[src/rtl/iir_pkg.sv]
`default_nettype none
// ============================================================================
// Module      : iir_pkg
// Description : Shared constants, state encoding and the round/saturate
//               helper for the time-multiplexed biquad cascade.
// Revision    : 1.0 - initial release
// ============================================================================
package iir_pkg;

    // Coefficient slot indices inside one section
    localparam logic [2:0] c_b0 = 3'd0;
    localparam logic [2:0] c_b1 = 3'd1;
    localparam logic [2:0] c_b2 = 3'd2;
    localparam logic [2:0] c_a1 = 3'd3;
    localparam logic [2:0] c_a2 = 3'd4;
    localparam int         c_n_coef = 5;

    // Controller state encoding
    localparam logic [2:0] c_st_idle    = 3'd0;
    localparam logic [2:0] c_st_wait_in = 3'd1;
    localparam logic [2:0] c_st_mac     = 3'd2;
    localparam logic [2:0] c_st_out     = 3'd3;
    localparam logic [2:0] c_st_done    = 3'd4;

    // MAC unit control: hold, start a new sum, add to the running sum
    localparam logic [1:0] c_op_hold = 2'd0;
    localparam logic [1:0] c_op_clr  = 2'd1;
    localparam logic [1:0] c_op_acc  = 2'd2;

    typedef struct packed {
        logic              hit;
        logic signed [63:0] val;
    } sat_res_t;

    // Round half-up at the binary point, then clamp to a dw-bit signed range.
    // Works on a 64-bit container so any accumulator up to 64 bits fits.
    function automatic sat_res_t round_sat(input logic signed [63:0] acc,
                                           input int dw, input int cfrac);
        sat_res_t           res;
        logic signed [63:0] r;
        logic signed [63:0] hi;
        logic signed [63:0] lo;
        r       = (acc + (64'sd1 <<< (cfrac - 1))) >>> cfrac;
        hi      = (64'sd1 <<< (dw - 1)) - 64'sd1;
        lo      = -(64'sd1 <<< (dw - 1));
        res.hit = 1'b0;
        res.val = r;
        if (r > hi) begin
            res.val = hi;
            res.hit = 1'b1;
        end else if (r < lo) begin
            res.val = lo;
            res.hit = 1'b1;
        end
        return res;
    endfunction

endpackage
`default_nettype wire

[src/rtl/iir_sos_tdm_mac.sv]
`default_nettype none
// ============================================================================
// Module      : iir_mac_unit
// Description : Signed multiply-accumulate with round-half-up and saturation
//               of the running sum back to the data width. The finished
//               result and its saturation flag are combinational views of
//               the accumulator.
// Revision    : 1.0 - initial release
// ============================================================================
module iir_mac_unit
    import iir_pkg::*;
#(
    parameter int DW    = 24,
    parameter int CW    = 24,
    parameter int AW    = 48,
    parameter int CFRAC = 22
) (
    input  logic                 clk,
    input  logic                 rst_n,
    input  logic [1:0]           op,
    input  logic                 sub,
    input  logic signed [DW-1:0] data,
    input  logic signed [CW-1:0] coef,
    output logic signed [DW-1:0] result,
    output logic                 sat_hit
);

    logic signed [DW+CW-1:0] w_prod;
    logic signed [AW-1:0]    w_term;
    logic signed [AW-1:0]    r_acc;
    sat_res_t                w_fin;
    logic                    w_unused_hi;

    // The full product fits in DW+CW bits, so it is negated only after
    // widening to AW; this keeps -(min*min) representable.
    assign w_prod = (DW+CW)'(data) * (DW+CW)'(coef);
    assign w_term = sub ? -AW'(w_prod) : AW'(w_prod);

    // Accumulator: load first product of a section, then add the rest
    always_ff @(posedge clk or negedge rst_n) begin
        if (!rst_n) begin
            r_acc <= '0;
        end else begin
            case (op)
                c_op_clr: r_acc <= w_term;
                c_op_acc: r_acc <= r_acc + w_term;
                default:  r_acc <= r_acc;
            endcase
        end
    end

    assign w_fin       = round_sat(64'(r_acc), DW, CFRAC);
    assign result      = w_fin.val[DW-1:0];
    assign sat_hit     = w_fin.hit;
    assign w_unused_hi = ^w_fin.val[63:DW];

endmodule
`default_nettype wire

[src/rtl/iir_sos_tdm.sv]
`default_nettype none
// ============================================================================
// Module      : iir_sos_tdm
// Description : N_SECT cascaded Direct-Form-I biquads sharing one MAC, five
//               products per section per sample. Coefficients are written at
//               run time while idle or done; a run ends after N_SAMPLES
//               outputs. Optional output-settling detector is built when
//               IIR_STABLE_DETECT_EN is defined.
// Revision    : 1.0 - initial release
// ============================================================================
module iir_sos_tdm
    import iir_pkg::*;
#(
    parameter int DW         = 24,
    parameter int CW         = 24,
    parameter int CFRAC      = 22,
    parameter int AW         = 48,
    parameter int N_SECT     = 4,
    parameter int N_SAMPLES  = 2048,
    parameter int ADDR_W     = 11,
    parameter int STB_THRESH = 16,
    parameter int STB_COUNT  = 64
) (
    input  logic                  clk,
    input  logic                  rst_n,
    input  logic                  start,
    input  logic signed [DW-1:0]  data_in,
    input  logic                  data_in_valid,
    output logic                  data_in_ready,
    input  logic                  coef_we,
    input  logic [3:0]            coef_sect,
    input  logic [2:0]            coef_idx,
    input  logic signed [CW-1:0]  coef_wdata,
    output logic                  busy,
    output logic                  filter_done,
    output logic [ADDR_W-1:0]     addr,
    output logic signed [DW-1:0]  data_out,
    output logic                  data_out_valid,
    output logic                  sat_flag,
    output logic                  stable_out
);

    localparam logic signed [CW-1:0] c_coef_one = CW'(1) << CFRAC;

    logic [2:0]           r_state;
    logic [2:0]           w_next;
    logic [3:0]           r_sect;
    logic [2:0]           r_phase;
    logic [ADDR_W-1:0]    r_idx;
    logic [ADDR_W-1:0]    r_addr;
    logic signed [DW-1:0] r_dout;
    logic                 r_dval;
    logic                 r_sat;
    logic signed [DW-1:0] r_x;

    logic signed [DW-1:0] r_x1 [N_SECT];
    logic signed [DW-1:0] r_x2 [N_SECT];
    logic signed [DW-1:0] r_y1 [N_SECT];
    logic signed [DW-1:0] r_y2 [N_SECT];
    logic signed [CW-1:0] r_coef [N_SECT][c_n_coef];

    logic                 w_cfg_ok;
    logic                 w_start_ok;
    logic                 w_last_prod;
    logic                 w_fin;
    logic signed [CW-1:0] w_cb [c_n_coef];
    logic signed [DW-1:0] w_sx1, w_sx2, w_sy1, w_sy2;
    logic signed [DW-1:0] w_x;
    logic [1:0]           w_op;
    logic                 w_sub;
    logic signed [CW-1:0] w_coef;
    logic signed [DW-1:0] w_data;
    logic signed [DW-1:0] w_res;
    logic                 w_hit;

    assign w_cfg_ok    = (r_state == c_st_idle) || (r_state == c_st_done);
    assign w_start_ok  = start && w_cfg_ok;
    assign w_last_prod = (r_phase == 3'd4) && (r_sect == 4'(N_SECT - 1));
    // The accumulator holds a finished section result at the first product of
    // the following section and during OUT.
    assign w_fin       = ((r_state == c_st_mac) && (r_phase == 3'd0) && (r_sect != 4'd0))
                         || (r_state == c_st_out);

    // Controller state register
    always_ff @(posedge clk or negedge rst_n) begin
        if (!rst_n) r_state <= c_st_idle;
        else        r_state <= w_next;
    end

    // Next-state and status decode
    always_comb begin
        w_next        = r_state;
        busy          = 1'b0;
        filter_done   = 1'b0;
        data_in_ready = 1'b0;
        case (r_state)
            c_st_idle: begin
                if (start) w_next = c_st_wait_in;
            end
            c_st_wait_in: begin
                busy          = 1'b1;
                data_in_ready = 1'b1;
                if (data_in_valid) w_next = c_st_mac;
            end
            c_st_mac: begin
                busy = 1'b1;
                if (w_last_prod) w_next = c_st_out;
            end
            c_st_out: begin
                busy = 1'b1;
                if (r_idx == ADDR_W'(N_SAMPLES - 1)) w_next = c_st_done;
                else                                 w_next = c_st_wait_in;
            end
            c_st_done: begin
                filter_done = 1'b1;
                if (start) w_next = c_st_wait_in;
            end
            default: w_next = c_st_idle;
        endcase
    end

    // Select the current section's coefficients and history
    always_comb begin
        for (int k = 0; k < c_n_coef; k++) w_cb[k] = '0;
        w_sx1 = '0;
        w_sx2 = '0;
        w_sy1 = '0;
        w_sy2 = '0;
        for (int s = 0; s < N_SECT; s++) begin
            if (r_sect == 4'(s)) begin
                for (int k = 0; k < c_n_coef; k++) w_cb[k] = r_coef[s][k];
                w_sx1 = r_x1[s];
                w_sx2 = r_x2[s];
                w_sy1 = r_y1[s];
                w_sy2 = r_y2[s];
            end
        end
    end

    // Section 0 takes the accepted sample; later sections chain the previous result
    assign w_x = (r_sect == 4'd0) ? r_x : w_res;

    // Operand sequence: b0*x, b1*x1, b2*x2, -a1*y1, -a2*y2
    always_comb begin
        w_op   = c_op_hold;
        w_sub  = 1'b0;
        w_coef = w_cb[c_b0];
        w_data = w_x;
        if (r_state == c_st_mac) begin
            w_op = (r_phase == 3'd0) ? c_op_clr : c_op_acc;
            case (r_phase)
                3'd1:    begin w_coef = w_cb[c_b1]; w_data = w_sx1; end
                3'd2:    begin w_coef = w_cb[c_b2]; w_data = w_sx2; end
                3'd3:    begin w_coef = w_cb[c_a1]; w_data = w_sy1; w_sub = 1'b1; end
                3'd4:    begin w_coef = w_cb[c_a2]; w_data = w_sy2; w_sub = 1'b1; end
                default: begin w_coef = w_cb[c_b0]; w_data = w_x; end
            endcase
        end
    end

    iir_mac_unit #(
        .DW    (DW),
        .CW    (CW),
        .AW    (AW),
        .CFRAC (CFRAC)
    ) u_mac (
        .clk     (clk),
        .rst_n   (rst_n),
        .op      (w_op),
        .sub     (w_sub),
        .data    (w_data),
        .coef    (w_coef),
        .result  (w_res),
        .sat_hit (w_hit)
    );

    // Datapath: sequencing counters, section history, coefficients, outputs
    always_ff @(posedge clk or negedge rst_n) begin
        if (!rst_n) begin
            r_sect  <= '0;
            r_phase <= '0;
            r_idx   <= '0;
            r_addr  <= '0;
            r_dout  <= '0;
            r_dval  <= 1'b0;
            r_sat   <= 1'b0;
            r_x     <= '0;
            for (int s = 0; s < N_SECT; s++) begin
                r_x1[s] <= '0;
                r_x2[s] <= '0;
                r_y1[s] <= '0;
                r_y2[s] <= '0;
                for (int k = 0; k < c_n_coef; k++)
                    r_coef[s][k] <= (k == 0) ? c_coef_one : '0;
            end
        end else begin
            r_dval <= 1'b0;
            if (w_fin && w_hit) r_sat <= 1'b1;

            if (w_start_ok) begin
                r_idx  <= '0;
                r_addr <= '0;
                r_sat  <= 1'b0;
                for (int s = 0; s < N_SECT; s++) begin
                    r_x1[s] <= '0;
                    r_x2[s] <= '0;
                    r_y1[s] <= '0;
                    r_y2[s] <= '0;
                end
            end

            // Out-of-range section or slot simply matches nothing
            if (coef_we && w_cfg_ok) begin
                for (int s = 0; s < N_SECT; s++)
                    for (int k = 0; k < c_n_coef; k++)
                        if (coef_sect == 4'(s) && coef_idx == 3'(k))
                            r_coef[s][k] <= coef_wdata;
            end

            case (r_state)
                c_st_wait_in: begin
                    if (data_in_valid) begin
                        r_x     <= data_in;
                        r_sect  <= '0;
                        r_phase <= '0;
                    end
                end
                c_st_mac: begin
                    if (r_phase == 3'd4) begin
                        r_phase <= '0;
                        r_sect  <= r_sect + 4'd1;
                    end else begin
                        r_phase <= r_phase + 3'd1;
                    end
                    if (r_phase == 3'd0) begin
                        r_x <= w_x;
                        // Retire the previous section now that its result is final
                        for (int s = 0; s < N_SECT - 1; s++) begin
                            if (r_sect == 4'(s + 1)) begin
                                r_x2[s] <= r_x1[s];
                                r_x1[s] <= r_x;
                                r_y2[s] <= r_y1[s];
                                r_y1[s] <= w_res;
                            end
                        end
                    end
                end
                c_st_out: begin
                    r_x2[N_SECT-1] <= r_x1[N_SECT-1];
                    r_x1[N_SECT-1] <= r_x;
                    r_y2[N_SECT-1] <= r_y1[N_SECT-1];
                    r_y1[N_SECT-1] <= w_res;
                    r_dout <= w_res;
                    r_dval <= 1'b1;
                    r_addr <= r_idx;
                    r_idx  <= r_idx + 1'b1;
                end
                default: ;
            endcase
        end
    end

    assign addr           = r_addr;
    assign data_out       = r_dout;
    assign data_out_valid = r_dval;
    assign sat_flag       = r_sat;

`ifdef IIR_STABLE_DETECT_EN
    localparam int c_stb_w = $clog2(STB_COUNT + 1);

    logic [c_stb_w-1:0]  r_stb_cnt;
    logic signed [DW:0]  w_diff;
    logic [DW:0]         w_adiff;

    // r_dout still holds y[n-1] while OUT computes y[n]
    assign w_diff  = (DW+1)'(w_res) - (DW+1)'(r_dout);
    assign w_adiff = w_diff[DW] ? (DW+1)'(-w_diff) : (DW+1)'(w_diff);

    // Saturating count of consecutive quiet outputs
    always_ff @(posedge clk or negedge rst_n) begin
        if (!rst_n) begin
            r_stb_cnt <= '0;
        end else if (w_start_ok) begin
            r_stb_cnt <= '0;
        end else if (r_state == c_st_out) begin
            if (w_adiff < (DW+1)'(STB_THRESH)) begin
                if (r_stb_cnt != c_stb_w'(STB_COUNT)) r_stb_cnt <= r_stb_cnt + 1'b1;
            end else begin
                r_stb_cnt <= '0;
            end
        end
    end

    assign stable_out = (r_stb_cnt >= c_stb_w'(STB_COUNT));
`else
    localparam int c_unused_stb = STB_THRESH + STB_COUNT;
    assign stable_out = 1'b0;
`endif

endmodule
`default_nettype wire

[config.mk]
export PLATFORM = sky130hd
export DESIGN_NAME = iir_sos_tdm
export DESIGN_NICKNAME = d
export VERILOG_FILES = /design/src/rtl/iir_pkg.sv /design/src/rtl/iir_sos_tdm_mac.sv /design/src/rtl/iir_sos_tdm.sv
export SDC_FILE = /design/constraint.sdc
export NUM_CORES = 2
export LEC_CHECK = 0
export CORE_MARGIN = 5
export CORE_UTILIZATION = 35
export CTS_CLUSTER_SIZE = 25
export DETAILED_ROUTE_END_ITERATION = 16
export PLACE_DENSITY = 0.49
export SLEW_MARGIN = 10
export SYNTH_ARGS = -nofsm -noshare
export SYNTH_HDL_FRONTEND = slang
export SYNTH_SLANG_ARGS = --single-unit
[constraint.sdc]
create_clock -name clk -period 26.6 [get_ports clk]
set_clock_uncertainty 0.05 [all_clocks]
set_input_delay 7.98 -clock clk [delete_from_list [all_inputs] [get_ports clk]]
set_output_delay 7.98 -clock clk [all_outputs]
set_load 0.1 [all_outputs]
# After elaboration in Yosys (flattened, before gate mapping)
# Index checks and enable logic that the tools add are counted.
# totals
reg_bits,994
out_inout_bits,41
in_bits,60
wordCells,230
# op_classes
muxes,84
n_lt_le_gt_ge,2
reduce_logical,65
mul,1
n_addsub,6
eq_ne,26
# ops
op,count
$mux 24,37
$mux 72,8
$mux 120,4
$mux 96,4
$pmux 24 s4,2
$mux 65,2
$pmux 48 s2,1
$add 48x23->49 const B,1
$add 48x48->48,1
$mul 24x24->48,1
$mux 48,1
$neg 48->48,1
$pmux 24 s2,1
$reduce_and 2->1,21
$mux 11,3
$gt 27x24->1 const B,1
$lt 27x24->1 const B,1
$logic_and 1x1->1,26
$eq 3x2->1 const B,6
$mux 3,6
$eq 4x2->1 const B,4
$pmux 3 s4,1
$add 11x1->11 const B,1
$eq 11x11->1 const B,1
other kinds (22),49

# Longest topological paths before layout
# depth
ltp_word,12
depth_mapped,58

# Hierarchy
# Synthesis repeated with hierarchy kept, for this count alone.
# hier_totals
hier_cells,7235
area_unflattened_um2,70901.8
# modules_own_cells
mod,instances,cells_each,area_each_um2,seq_area_each_um2
iir_sos_tdm,1,3911,42470.7,23677.7
iir_mac_unit,1,3324,28431.0,1201.2

# Worst setup path before layout
# OpenSTA, ideal clock, no wires.
# synth_timing
kind,reg2reg
from,register r_sect[1]
to,register u_mac.r_acc[47]
period_less_slack_ns,12.505
setup_ns,0.129
stages_incl_launch_ff,56
slack_ns,14.095
path_buffers,9
t_arrival_ns,12.326
cell_sequence,dfrtp_1 inv_1 ha_1 clkbuf_1 clkbuf_1 and2_1 clkbuf_1 clkbuf_1 clkbuf_1 buf_1 a22oi_1 o22ai_1 o21ai_0 nand4_1 nand3_1 o21ai_1 clkbuf_1 nand2_1 [... 20 more ...] nor4_2 a21oi_1 xnor2_1 ha_1 nand4_1 or2_2 o221ai_1 nor4b_1 o21ai_0 and3_1 clkbuf_1 a41o_1 a41oi_1 o21a_1 o21ai_0 nor4_1 a31oi_1 nand3_1
# synth_via
elab_chain_cells,12
word_cells_on_any_way,34
cone_classes,add/sub: 2; mul: 1; eq/ne: 3; mux: 27; reduce/logical: 1
# synth_lines
item,line,source
start: declaration,iir_sos_tdm.sv:47,logic [3:0] r_sect;
start signal: assignment,iir_sos_tdm.sv:231,r_sect <= r_sect + 4'd1;
$logic_not 4->1,"iir_sos_tdm.sv:130, iir_sos_tdm.sv:141",
$mux 24 or $mux 120 (tied branches) (4 in series),iir_sos_tdm.sv:130,if (r_sect == 4'(s)) begin
$pmux 24 s4,iir_sos_tdm.sv:151,case (r_phase)
$mux 24,iir_sos_tdm.sv:149,if (r_state == c_st_mac) begin
$mul 24x24->48 *,iir_sos_tdm_mac.sv:36,assign w_prod = (DW+CW)'(data) * (DW+CW)'(coef);
$neg 48->48,iir_sos_tdm_mac.sv:37,assign w_term = sub ? -AW'(w_prod) : AW'(w_prod);
$mux 48 *,iir_sos_tdm_mac.sv:37,
$add 48x48->48,iir_sos_tdm_mac.sv:46,c_op_acc: r_acc <= r_acc + w_term;
$pmux 48 s2 *,iir_sos_tdm_mac.sv:44,case (op)
end signal: assignment,iir_sos_tdm_mac.sv:45,c_op_clr: r_acc <= w_term;
end signal: assignment,iir_sos_tdm_mac.sv:46,
end signal: assignment,iir_sos_tdm_mac.sv:47,default: r_acc <= r_acc;
end: declaration,iir_sos_tdm_mac.sv:30,logic signed [AW-1:0] r_acc;
# Mark *: on every way between the ends. The rest lies on a longest branch, timed or not.
# A chain may end at the register's enable or synchronous reset.

# Worst setup path after layout
# layout_timing
from,register r_sect[0]
to,register u_mac.r_acc[46]
# The elaborated chain is that of the path after synthesis.

==> metrics <==
status finished clean; GRT Total Usage 22.4%; core area 200000 sq um; max-cap viol count 0; crit end category register; post-synthesis sequential area ratio 35.3%; Placer Congestion 0.859; total grt overflow 0; Pins Over Slew Limit 0; family with the most delay on the worst path adder cells; first-pass GRT wire length 364000 um; largest family of logic cells by synthesized area adder cells; CTS buffer count 110; Mapped Nets 8188; DPL Wire Length 157000 um; ANT nets after route 0; reg2reg start r_sect[0]$_DFFE_PN0P_; die area 210000 sq um; Synth top area share 35.2%; storage element area 24900 sq um; FF-to-FF path depth 51; clock tree sinks 994; post-synthesis adder-cell area fraction 20.7%; CTS tree built; Hold Violations, Final 0; Reg-to-Reg End u_mac.r_acc[46]$_DFFE_PN0P_; Crit Path Class reg -> reg; Req. time, crit path 27.13 ns; crit-path max cell delay 0.74 ns; clk buf depth 3; Resized cells post-CTS 0; slowest CP cell buf_4; final setup violation count 0; setup repair after global routing missed its margin false; compound-cell area share of the yosys netlist 15.3%; Initial DRT Pass Iterations 8; number of synthesized flops with an enable pin 0; final WL 238000 um; fillcell total 19979; num rows 164; average size of a mapped cell 9.62 sq um; Synth Area in XOR/XNOR 2.04%; simple-gate area share of the yosys netlist 12.3%; htree depth 3; Distinct cells, synth 97; Buffers & Inverters on Critical Path 11; synthesized cell area 70500 sq um; hold endpoint r_y2[74]$_DFF_PN0_; DRT iter0 DRCs 4971; post-CTS setup buffers 0; Initial Utilization 35.2%; Arrival @ worst endpoint 15.54 ns; chip height 459 um; io pins 101; root buffer cell clkbuf_16; post-synthesis mux area share 7.74%; clock-pin slew on the worst setup and hold paths 0.06 ns; Area Growth Syn to Fin 10.8%; Die Width 459 um; hold buffers post-CTS 0; Slew HR 21.2%; via count 54788; initial antenna violation count 4; class of the worst hold path reg -> reg; min Tclk post-route 15.01 ns; Post-Synthesis Cells 7325; Via-to-Cell Ratio 5.53; min-delay src r_y1[74]$_DFF_PN0_; actual slew at the worst max-slew pin 1.17 ns; WL/cell 24.0 um; total negative slack 0 ns; synth warn 0; ys async rst share 100%; multi-input logic area 41300 sq um; Peak Freq 0.0666 GHz; #FFs+latches synth 994; largest net degree at the start of global routing 214; Worst-Skew Late Latency 0.79 ns; vias in the first global route 55212; post-synth top area cell dfrtp_1; largest fanout on the critical path 62; most common cell in the netlist nand2_1; Min-Delay Path Depth 2; most used cell, CP inv_1; final net count 8018; startpoint types register; IO Port Bufs 99; Synth area leaders dfrtp_1 (35%), fa_1 (17%), mux2_2 (7.7%); fin crit share 56.4%; worst reg2reg setup slack 11.59 ns; DRC violations left 0; fraction of layout cells with a size suffix above 1 12.9%; Synth Flop Type dfrtp_1; Synth top cells by count nand2_1 (1105), dfrtp_1 (990), inv_1 (711), fa_1 (609), o21ai_0 (548)
## layout by cell type, fill, tap and decap left out, drive strengths merged, types with 51 or more instances in the layout
cell type,Yosys,layout
o22ai,60,60
dfrtp,990,990
fa,609,609
a31oi,51,51
o211ai,55,55
a21o,54,54
clkbuf,475,159
and2,110,110
nor2,364,364
a21oi,242,242
nand2,1105,1105
a22oi,271,271
a22o,108,108
clkdlybuf4s50,0,98
o21ai,566,566
buf,50,145
mux2,480,480
nor3,85,85
xnor2,100,100
ha,194,194
xor2,64,64
nand3,155,155
inv,712,712
## flip-flops by register name, indices dropped and copies added, names as in the netlist
signal,cells
addr,11
data_out,24
data_out_valid,1
r_coef,480
r_idx,11
r_phase,3
r_sect,4
r_state,3
r_x,24
r_x1,96
r_x2,96
r_y1,96
r_y2,96
sat_flag,1
u_mac.r_acc,48
## tightest hold or removal path, stage by stage, from the launching register on
cell,delay (ns)
dfrtp_1,0.36
nand2_1,0.05
o21ai_0,0.06
## cell type report
type	count	area share, %
diodes	5	0.0160
clock buffers	159	4.12
clock inverters	46	0.716
inverters	712	3.43
multi-input cells	5094	52.9
flip-flops and latches	994	31.9
well taps	2656	4.26
repair buffers	243	2.72
## worst max-delay path by stage
stage / start / end / slack (ns) / cells after the start
final: r_sect[0]$_DFFE_PN0P_ / u_mac.r_acc[46]$_DFFE_PN0P_ / 11.59 / 51
after detailed placement: r_sect[0]$_DFFE_PN0P_ / u_mac.r_acc[46]$_DFFE_PN0P_ / 11.77 / 51
after global routing: r_sect[0]$_DFFE_PN0P_ / u_mac.r_acc[47]$_DFFE_PN0P_ / 10.78 / 51
after global placement: r_sect[0]$_DFFE_PN0P_ / u_mac.r_acc[46]$_DFFE_PN0P_ / 11.82 / 51
after floorplan: r_sect[1]$_DFFE_PN0P_ / u_mac.r_acc[47]$_DFFE_PN0P_ / 14.10 / 55
after CTS: r_sect[0]$_DFFE_PN0P_ / u_mac.r_acc[46]$_DFFE_PN0P_ / 11.74 / 51
## stage by stage
step                      util, %  hold WS [ns]  setup WS [ns]  instance area, sq um  instances
after global placement       37.1         0.411          11.82                 74300       9699
after floorplan                 -         0.406          14.10                 70500       7325
final                        39.0         0.412          11.59                 78100       9909
after CTS                    39.0         0.404          11.74                 78100       9904
after global routing         39.0         0.435          10.78                 78100       9904
after detailed placement     37.1         0.423          11.77                 74300       9699
## cell families (layout without fill, tap and decap cells)
group / after synthesis / after routing
simple gates: 1996 / 1996
compound gates: 1645 / 1645
buf+inv: 1237 / 1160
flops: 994 / 994
fa+ha+maj: 803 / 803
mux: 485 / 485
xor+xnor: 164 / 164
other cells: 1 / 6
## layer usage
| metal | global-route usage, % | vias up | share of wire (%) |
|---|---|---|---|
| met3 | 3.52 | 282 | 6.2 |
| met2 | 34.8 | 1719 | 45 |
| met5 | 0 | - | 0 |
| met1 | 33.1 | 28391 | 47 |
| li1 | - | 24396 | - |
| met4 | 5.07 | 0 | 2.2 |
Power is not shown: default switching activity piles up to over one toggle a cycle in this logic, so the estimate is an artifact.
